`src/rtl/uart_tx_serializer_if.sv`:
```
// Handshake bundle between the UART transmit serializer, its upstream FIFO
// and whatever consumes the serial line and status flags.
interface uart_tx_serializer_if;
    logic       tx_enable;
    logic       fifo_empty;
    logic [7:0] fifo_data;
    logic       fifo_rd_en;
    logic       tx;
    logic       tx_busy;
    logic       tx_done;

    // Environment side: drives enable and FIFO status, watches the line
    modport master (
        output tx_enable,
        output fifo_empty,
        output fifo_data,
        input  fifo_rd_en,
        input  tx,
        input  tx_busy,
        input  tx_done
    );

    // Serializer side
    modport slave (
        input  tx_enable,
        input  fifo_empty,
        input  fifo_data,
        output fifo_rd_en,
        output tx,
        output tx_busy,
        output tx_done
    );
endinterface

```
`src/rtl/uart_tx_serializer.sv`:
```
// UART transmit serializer: pulls one byte per frame from a registered FIFO
// and shifts it out as start / 8 data bits LSB first / optional parity / stop.
module uart_tx_serializer #(
    parameter int CLKS_PER_BIT = 434,
    parameter int PARITY_EN    = 0,
    parameter int PARITY_ODD   = 0,
    parameter int STOP_BITS    = 1
) (
    input logic                 clk,
    input logic                 reset,
    uart_tx_serializer_if.slave bus
);
    localparam int            CW        = $clog2(CLKS_PER_BIT);
    localparam logic [CW-1:0] BAUD_LAST = CW'(CLKS_PER_BIT - 1);
    localparam logic          STOP_LAST = (STOP_BITS == 2);

    typedef enum logic [2:0] {
        IDLE,
        LOAD,
        START,
        DATA,
        PARITY,
        STOP
    } state_t;

    state_t        r_state;
    state_t        w_nextState;
    logic [CW-1:0] r_baudCnt;
    logic [2:0]    r_bitIdx;
    logic          r_stopIdx;
    logic [7:0]    r_shift;
    logic          r_tx;
    logic          r_txDone;
    logic          w_rdEn;
    logic          w_baudDone;
    logic          w_parity;
    logic [2:0]    w_nextIdx;

    assign w_baudDone = (r_baudCnt == BAUD_LAST);
    assign w_parity   = (^r_shift) ^ (PARITY_ODD != 0);
    assign w_nextIdx  = r_bitIdx + 3'd1;

    // State register; reset drops any frame in progress back to IDLE
    always_ff @(posedge clk or posedge reset) begin
        if (reset) begin
            r_state <= IDLE;
        end else begin
            r_state <= w_nextState;
        end
    end

    // Next-state decode and the FIFO read strobe, which is only raised from IDLE
    always_comb begin
        w_nextState = r_state;
        w_rdEn      = 1'b0;
        case (r_state)
            IDLE: begin
                if (!reset && bus.tx_enable && !bus.fifo_empty) begin
                    w_rdEn      = 1'b1;
                    w_nextState = LOAD;
                end
            end
            LOAD:   w_nextState = START;
            START:  if (w_baudDone) w_nextState = DATA;
            DATA: begin
                if (w_baudDone && (r_bitIdx == 3'd7)) begin
                    w_nextState = (PARITY_EN != 0) ? PARITY : STOP;
                end
            end
            PARITY: if (w_baudDone) w_nextState = STOP;
            STOP:   if (w_baudDone && (r_stopIdx == STOP_LAST)) w_nextState = IDLE;
            default: w_nextState = IDLE;
        endcase
    end

    // Baud counter runs only while a bit is on the line and wraps each bit period
    always_ff @(posedge clk or posedge reset) begin
        if (reset) begin
            r_baudCnt <= '0;
        end else if ((r_state == START) || (r_state == DATA) ||
                     (r_state == PARITY) || (r_state == STOP)) begin
            r_baudCnt <= w_baudDone ? '0 : r_baudCnt + CW'(1);
        end else begin
            r_baudCnt <= '0;
        end
    end

    // Line driver: the next bit value is loaded at the edge that ends the current bit
    always_ff @(posedge clk or posedge reset) begin
        if (reset) begin
            r_tx      <= 1'b1;
            r_txDone  <= 1'b0;
            r_bitIdx  <= 3'd0;
            r_stopIdx <= 1'b0;
            r_shift   <= 8'h00;
        end else begin
            r_txDone <= 1'b0;
            case (r_state)
                IDLE: begin
                    r_tx      <= 1'b1;
                    r_bitIdx  <= 3'd0;
                    r_stopIdx <= 1'b0;
                end
                LOAD: begin
                    r_shift <= bus.fifo_data;
                    r_tx    <= 1'b0;
                end
                START: begin
                    if (w_baudDone) r_tx <= r_shift[0];
                end
                DATA: begin
                    if (w_baudDone) begin
                        if (r_bitIdx == 3'd7) begin
                            r_tx <= (PARITY_EN != 0) ? w_parity : 1'b1;
                        end else begin
                            r_bitIdx <= w_nextIdx;
                            r_tx     <= r_shift[w_nextIdx];
                        end
                    end
                end
                PARITY: begin
                    if (w_baudDone) r_tx <= 1'b1;
                end
                STOP: begin
                    if (w_baudDone) begin
                        if (r_stopIdx == STOP_LAST) begin
                            r_txDone <= 1'b1;
                        end else begin
                            r_stopIdx <= 1'b1;
                        end
                    end
                end
                default: r_tx <= 1'b1;
            endcase
        end
    end

    assign bus.fifo_rd_en = w_rdEn;
    assign bus.tx         = r_tx;
    assign bus.tx_busy    = (r_state != IDLE);
    assign bus.tx_done    = r_txDone;
endmodule
```
`src/flat_wrapper.sv`:
```
// flat-port wrapper written by rule: the top's interface ports become plain ports
module uart_tx_serializer_flat 
#(
    parameter int CLKS_PER_BIT = 434,
    parameter int PARITY_EN    = 0,
    parameter int PARITY_ODD   = 0,
    parameter int STOP_BITS    = 1
)
  (clk, reset, bus_tx_enable, bus_fifo_empty, bus_fifo_data, bus_fifo_rd_en, bus_tx, bus_tx_busy, bus_tx_done);
  uart_tx_serializer_if bus_i ();
  input logic clk;
  input logic reset;
  input wire logic [$bits(bus_i.tx_enable)-1:0] bus_tx_enable;
  input wire logic [$bits(bus_i.fifo_empty)-1:0] bus_fifo_empty;
  input wire logic [$bits(bus_i.fifo_data)-1:0] bus_fifo_data;
  output wire logic [$bits(bus_i.fifo_rd_en)-1:0] bus_fifo_rd_en;
  output wire logic [$bits(bus_i.tx)-1:0] bus_tx;
  output wire logic [$bits(bus_i.tx_busy)-1:0] bus_tx_busy;
  output wire logic [$bits(bus_i.tx_done)-1:0] bus_tx_done;
  assign bus_i.tx_enable = bus_tx_enable;
  assign bus_i.fifo_empty = bus_fifo_empty;
  assign bus_i.fifo_data = bus_fifo_data;
  assign bus_fifo_rd_en = bus_i.fifo_rd_en;
  assign bus_tx = bus_i.tx;
  assign bus_tx_busy = bus_i.tx_busy;
  assign bus_tx_done = bus_i.tx_done;
  uart_tx_serializer #(.CLKS_PER_BIT(CLKS_PER_BIT), .PARITY_EN(PARITY_EN), .PARITY_ODD(PARITY_ODD), .STOP_BITS(STOP_BITS)) u_core (.clk(clk), .reset(reset), .bus(bus_i));
endmodule
```
`config.mk`:
```
export PLATFORM = sky130hd
export DESIGN_NAME = uart_tx_serializer_flat
export DESIGN_NICKNAME = d
export VERILOG_FILES = /design/src/rtl/uart_tx_serializer_if.sv /design/src/rtl/uart_tx_serializer.sv /design/src/flat_wrapper.sv
export SDC_FILE = /design/constraint.sdc
export NUM_CORES = 1
export LEC_CHECK = 0
export CORE_MARGIN = 4
export CORE_UTILIZATION = 58
export DETAILED_ROUTE_END_ITERATION = 16
export GPL_TIMING_DRIVEN = 0
export PLACE_DENSITY = 0.95
export RECOVER_POWER = 100
export SLEW_MARGIN = 0
export SYNTH_ARGS = -nofsm -noshare
export SYNTH_HDL_FRONTEND = slang
export SYNTH_SLANG_ARGS = --single-unit
export TNS_END_PERCENT = 1
```
`constraint.sdc`:
```
create_clock -name clk -period 3.41 [get_ports clk]
set_clock_uncertainty 0.2 [all_clocks]
set_input_delay 0.5115 -clock clk [delete_from_list [all_inputs] [get_ports clk]]
set_output_delay 0.5115 -clock clk [all_outputs]
set_load 0.005 [all_outputs]
```
==> results of run 1 <==
through the flow:
stage / setup slack, ns / std cells
after global placement: 0.694 / 158
after global routing: 0.401 / 162
final: 0.501 / 162
after detailed placement: 0.680 / 158
after CTS: 0.574 / 162
after floorplan: 1.36 / 116
worst paths after layout:
path	from	end	slack, ns	depth (start not counted)
max in group asynchronous	reset	u_core.r_bitIdx[1]$_DFFE_PP0P_	1.80	2
max	reset	bus_fifo_rd_en	0.50	4
min reg2reg	u_core.r_stopIdx$_DFFE_PP0P_	u_core.bus.tx_done$_DFF_PP0_	0.29	1
min	u_core.r_stopIdx$_DFFE_PP0P_	u_core.bus.tx_done$_DFF_PP0_	0.29	1
min in group asynchronous	reset	u_core.r_baudCnt[7]$_DFF_PP0_	0.65	2
max reg2reg	u_core.r_baudCnt[2]$_DFF_PP0_	u_core.bus.tx$_DFFE_PP1P_	0.88	4
layout by cell type, fill, tap and decap left out:
| master | synthesis | final |
|---|---|---|
| mux4_2 | 2 | 2 |
| inv_1 | 5 | 5 |
| mux2_2 | 8 | 8 |
| nand2b_1 | 1 | 1 |
| nand2_1 | 8 | 8 |
| a21o_1 | 2 | 2 |
| nor3_1 | 4 | 5 |
| o22ai_1 | 1 | 1 |
| nor2_1 | 12 | 12 |
| nand3_1 | 4 | 4 |
| xnor2_1 | 4 | 4 |
| o21ai_0 | 4 | 5 |
| nor4b_1 | 0 | 1 |
| ha_1 | 4 | 4 |
| a211oi_1 | 1 | 1 |
| or4b_1 | 0 | 1 |
| and2_1 | 1 | 1 |
| dlygate4sd3_1 | 0 | 4 |
| a22oi_1 | 1 | 1 |
| and3b_1 | 1 | 1 |
| xor2_1 | 2 | 2 |
| or3_1 | 3 | 3 |
| or2_1 | 1 | 1 |
| clkdlybuf4s50_1 | 0 | 11 |
| clkbuf_4 | 0 | 3 |
| a221oi_1 | 0 | 1 |
| or2_2 | 1 | 1 |
| nand3b_1 | 1 | 1 |
| or3b_2 | 1 | 1 |
| dfrtp_1 | 25 | 25 |
| a21oi_1 | 3 | 3 |
| nand4_1 | 2 | 2 |
| clkbuf_1 | 3 | 5 |
| dfstp_1 | 0 | 1 |
| a31oi_1 | 1 | 1 |
| mux2i_1 | 1 | 1 |
| nor4_1 | 2 | 2 |
report_power, final:
group,leakage [nW],internal (mW),switching [mW]
clock,0.0150,0.0457,0.0842
sequential,0.327,0.406,0.0853
combinational,0.275,0.139,0.108
total,0.617,0.591,0.277
metal layers:
layer	part of all wire [%]	wire (um)	up-vias
li1	-	-	445
met1	43	958	464
met2	52	1150	18
met3	3.4	74	4
met4	0.95	21	0
met5	0	0	-
kinds of logic (layout without fill, tap and decap cells):
group / count (synthesis) / after routing
multiplexers: 11 / 11
adder cells (fa/ha/maj): 4 / 4
buffers and inverters: 9 / 28
AND/OR/NAND/NOR: 45 / 45
AO/OA/AOI/OAI: 15 / 15
XOR/XNOR: 6 / 6
flip-flops: 26 / 26
sequential cells by signal, summed over array words and instances, names as in the netlist:
signal and count:
u_core.r_baudCnt 9, u_core.bus.tx 1, u_core.r_shift 8, u_core.r_state 3, u_core.r_stopIdx 1, u_core.r_bitIdx 3, u_core.bus.tx_done 1
cell type report:
cell class              instances  area share [%]
flip-flops and latches         26            44.4
inverters                       5            1.28
clock buffers                   4            1.79
plain buffers                   4            1.02
multi-input cells              81            39.0
repair buffers                 15            10.2
well taps                      27            2.30
cell usage after synthesis (2+ instances only):
cell,instances,area [um^2]
nor3_1,4,20.0
o21ai_0,4,20.0
nand3_1,4,20.0
or3_1,3,18.8
nor2_1,12,45.0
ha_1,4,50.1
xor2_1,2,17.5
dfrtp_1,25,626
clkbuf_1,3,11.3
a21oi_1,3,15.0
nand4_1,2,12.5
a21o_1,2,15.0
nor4_1,2,12.5
nand2_1,8,30.0
xnor2_1,4,35.0
mux4_2,2,45.0
mux2_2,8,90.1
inv_1,5,18.8
worst max-delay path, cell delays in order:
cell and delay (ns):
dlygate4sd3_1 0.54, or3b_2 0.48, nor2_1 0.09, dlygate4sd3_1 0.57
==> metrics, run 1 <==
Final Hold Vio Count=0; Synth Area in Adders=3.90%; GR Util met1=22.0%; Worst Setup End Kind=primary output; area of the mapped netlist=0.00128 mm^2; CTS Buffer Depth=2; Vias/cell=5.75; die width=55.0 um; # port buffers=15; IO Pins=16; Slew Limit Fails=0; WS Path Type=in2out; Initial Util=63.5%; Pleak=0.617 nW; placed cell areas=0.00147 mm^2; FF+latch area=652 um^2; GRT Residual Overflow=0; multiplexer share of the synthesized area=11.3%; Max Freq=344 MHz; Pre-antenna DRT Iters=4; initial antenna violation count=0; pin count of the biggest net entering global routing=27; GRT Resource Usage Total=17.4%; Req. time, crit path=2.70 ns; H-Tree Level Count=1; die area=0.00303 mm^2; slew margin rel.=31.1%; GRT met3 Usage=3.22%; final core occ=72.6%; number of CTS-inserted buffers=3; Seq/Total Area, Yosys=50.8%; Pwr per Cell Area=591 mW/mm^2; area of the multi-input gates=572 um^2; Final ANT Viol Nets=0; FFs w/ async S/R, synth=100%; cts hold-fix bufs=0; Iteration-0 DRC Markers=14; Final setup violation count=0; minimum clock period=2.91 ns; most used routing layer=met2; Synth Area in Simple Gates=19.3%; Core ar.=0.00202 mm^2; WHS=0.286 ns; total negative slack=0 ns; post-CTS setup buffer count=0; #FFs+latches synth=26; MaxCap Viol Count=0; chip height=55.0 um; area grow syn2layout=14.3%; post-CTS sizing=0; DPL Wire Length=1740 um; Final Wtd Congestion=0.843; Yosys Warn Count=0; vias in the first global route=886; Final Instance Area=0.00147 mm^2; xor-xnor portion of the synthesized cell area=4.09%; unrepaired setup endpoints after global routing=false; Routed WL per cell=13.6 um; post-route DRC violation count=0; CTS tree=done; result of the run=finished clean; Routed WL=2210 um; layout cells sized above 1=11.1%; fill count=141; Peak VDD IR=0.451 mV; Vias=931; worst-skew pair later-pin latency=0.31 ns; met2 Usage GRT=30.5%; Most used DFF post-synth=dfrtp_1; number of library cell types mapped by synthesis=37; Synth Area in Compound Gates=7.89%; worst hold path type=reg2reg; Mapped Nets=132; root buffer cell=clkbuf_4; row count=16; Mean Syn Cell Area=11.1 um^2; startpoint types=primary input; # nets final=152; worst slew pin tran=1.02 ns; Pwr Total=0.868 mW; Syn Inst Count=116; largest family of logic cells by synthesized area=simple AND/OR/NAND/NOR gates; CP arrival=2.20 ns; EDFF count, synth=0; Reg clk slew, reported paths=0.13 ns; first-pass GRT wire length=3740 um; CTS Sinks=26; final period utilization=85.3%; CP max FO=2; antenna fix cells=0
Power figures use the tool's default switching activity.
==> run 2: changes to the inputs <==
CORE_UTILIZATION = 54   (was 58)
PLACE_DENSITY = 0.9   (was 0.95)
clock period = 2.7 ns   (was 3.41 ns; I/O delays follow)
==> run 2 against run 1 <==
Critical path depth is the same; sequential power rose by 28%; largest cell class unchanged; core utilization is 4.9 points lower; clock-buffer cell count stayed put; worst hold slack gained 0.019 ns; sequential share of layout area shrank 1.1 points; final cell count up 1.9%; first-iteration DRC count rose by 50%; largest power group unchanged; routed wire length increased by 15%; global-route usage is 1.1 points lower.
==> metrics, run 2 (synthesis gave the netlist of run 1 again) <==
sequential power share=55.2%; post-route DRC violation count=0; vias in the first global route=928; antenna fix cells=0; Routed WL per cell=15.4 um; Pwr per Cell Area=753 mW/mm^2; number of CTS-inserted buffers=3; Worst Setup End Kind=primary output; most frequent cells in the layout=23 x dfrtp_1, 13 x clkdlybuf4s50_1, 12 x nor2_1; worst-skew pair later-pin latency=0.32 ns; GRT Residual Overflow=0; GRT Resource Usage Total=16.4%; slew margin rel.=30.5%; area grow syn2layout=17.7%; chip height=56.8 um; part of the power in combinational logic=27.7%; DPL Wire Length=1840 um; Routed WL=2540 um; result of the run=finished clean; Iteration-0 DRC Markers=21; Final ANT Viol Nets=0; Slew Limit Fails=0; CTS tree=done; initial antenna violation count=0; Pre-antenna DRT Iters=4; Vias/cell=5.88; Final Instance Area=0.00151 mm^2; die area=0.00322 mm^2; Peak VDD IR=0.502 mV; Final Wtd Congestion=0.798; NetSw=0.368 mW; # nets final=154; GR Util met1=20.1%; worst slew pin tran=1.04 ns; fill count=162; Initial Util=57.5%; first-pass GRT wire length=4140 um; Final Hold Vio Count=0; CP arrival=2.06 ns; CP max FO=2; IO Pins=16; H-Tree Level Count=1; CTS Buffer Depth=2; setup slack, reg-to-reg=0.24 ns; MaxCap Viol Count=0; commonest non-fill, non-tap cell in the layout=dfrtp_1; Core ar.=0.00223 mm^2; met2 Usage GRT=27.6%; minimum clock period=2.67 ns; Vias=971; cts hold-fix bufs=0; most used routing layer=met2; GRT met3 Usage=2.76%; startpoint types=primary input; root buffer cell=clkbuf_4; Largest register FFs=9; placed cell areas=0.00147 mm^2; registers with the most flip-flops=u_core.r_baudCnt: 9 flops, u_core.r_shift: 8 flops; layout cells sized above 1=16.8%; Req. time, crit path=2.10 ns; clock network fraction of design power=17.1%; pin count of the biggest net entering global routing=27; final period utilization=98.8%; die width=56.8 um; P_int=0.771 mW; Max Freq=375 MHz; row count=17; # port buffers=15; FF+latch area=654 um^2; Reg clk slew, reported paths=0.14 ns; Reg with most FFs=u_core.r_baudCnt; CTS Sinks=26; WS Path Type=in2out; final core occ=67.7%; worst hold path type=reg2reg; sw frac=32.3%; Pleak=0.637 nW; area of the multi-input gates=579 um^2; Final setup violation count=0
[run 2: cell types whose count changed in the layout (fill, tap and decap cells not counted), sizes merged]
cell           previous run  this run
buf                       0         4
clkbuf                    8         6
clkdlybuf4s50            11        13
dlygate4sd3               4         2
[run 2: power by group through the flow]
stage | Sequential [mW] | Combinational, mW | Clock, mW
final | 0.628 | 0.316 | 0.194
after global routing | 0.644 | 0.352 | 0.208
after CTS | 0.626 | 0.330 | 0.196
after detailed placement | 0.635 | 0.328 | 0
after global placement | 0.622 | 0.303 | 0
after floorplan | 0.601 | 0.250 | 0
[run 2: critical path, stage by stage]
cell and delay (ns):
dlygate4sd3_1 0.55, or3b_2 0.48, nor2_1 0.12, clkdlybuf4s50_1 0.51
[run 2: metrics by stage]
stage          instances  hold WS (ns)  setup WS [ns]  total power, mW  TNS [ns]
2_1_floorplan        116         0.225          0.654            0.851         0
3_3_place_gp         159         0.267          0.198            0.925         0
3_5_place_dp         159         0.279          0.179            0.963         0
4_1_cts              161         0.297         0.0335             1.15         0
5_1_grt              165         0.318        -0.0146             1.20   -0.0146
6_report             165         0.305         0.0333             1.14         0
[run 2: area by class of cell]
class | instances | area share, %
sequential | 26 | 43.3
multi-input combinational | 81 | 38.3
timing repair buffer | 19 | 11.9
clock buffer | 4 | 2.40
tap | 28 | 2.32
inverter | 5 | 1.24
buffer | 2 | 0.497
[run 2: repair_timing]
action                                  4_1_cts  5_1_grt
gates resized for setup                       0        2
endpoints found under the setup margin        1        1
gates cloned                                  0        0
endpoints found under the hold margin         0        0
buffers inserted                              0        4
pin swaps                                     0        0
[run 2: layer usage]
metal / vias up / part of all wire [%]
met3: 6 / 3.5
met5: - / 0
met1: 491 / 41
li1: 450 / -
met2: 24 / 52
met4: 0 / 2.6
[run 2: worst paths after layout]
kind / startpoint / endpoint / cells after the start
min in group asynchronous: reset / u_core.r_stopIdx$_DFFE_PP0P_ / 2
hold / removal: u_core.r_stopIdx$_DFFE_PP0P_ / u_core.bus.tx_done$_DFF_PP0_ / 1
setup / recovery: reset / bus_fifo_rd_en / 4
max in group asynchronous: reset / u_core.r_state[1]$_DFFE_PP0P_ / 2
setup reg to reg: u_core.r_baudCnt[2]$_DFF_PP0_ / u_core.r_bitIdx[1]$_DFFE_PP0P_ / 3
hold reg to reg: u_core.r_stopIdx$_DFFE_PP0P_ / u_core.bus.tx_done$_DFF_PP0_ / 1
==> run 3: changes to the inputs <==
SKIP_LAST_GASP = 1   (was default)
==> results of run 3 <==
Final layout, timing and power as in run 2 (identical DEF).
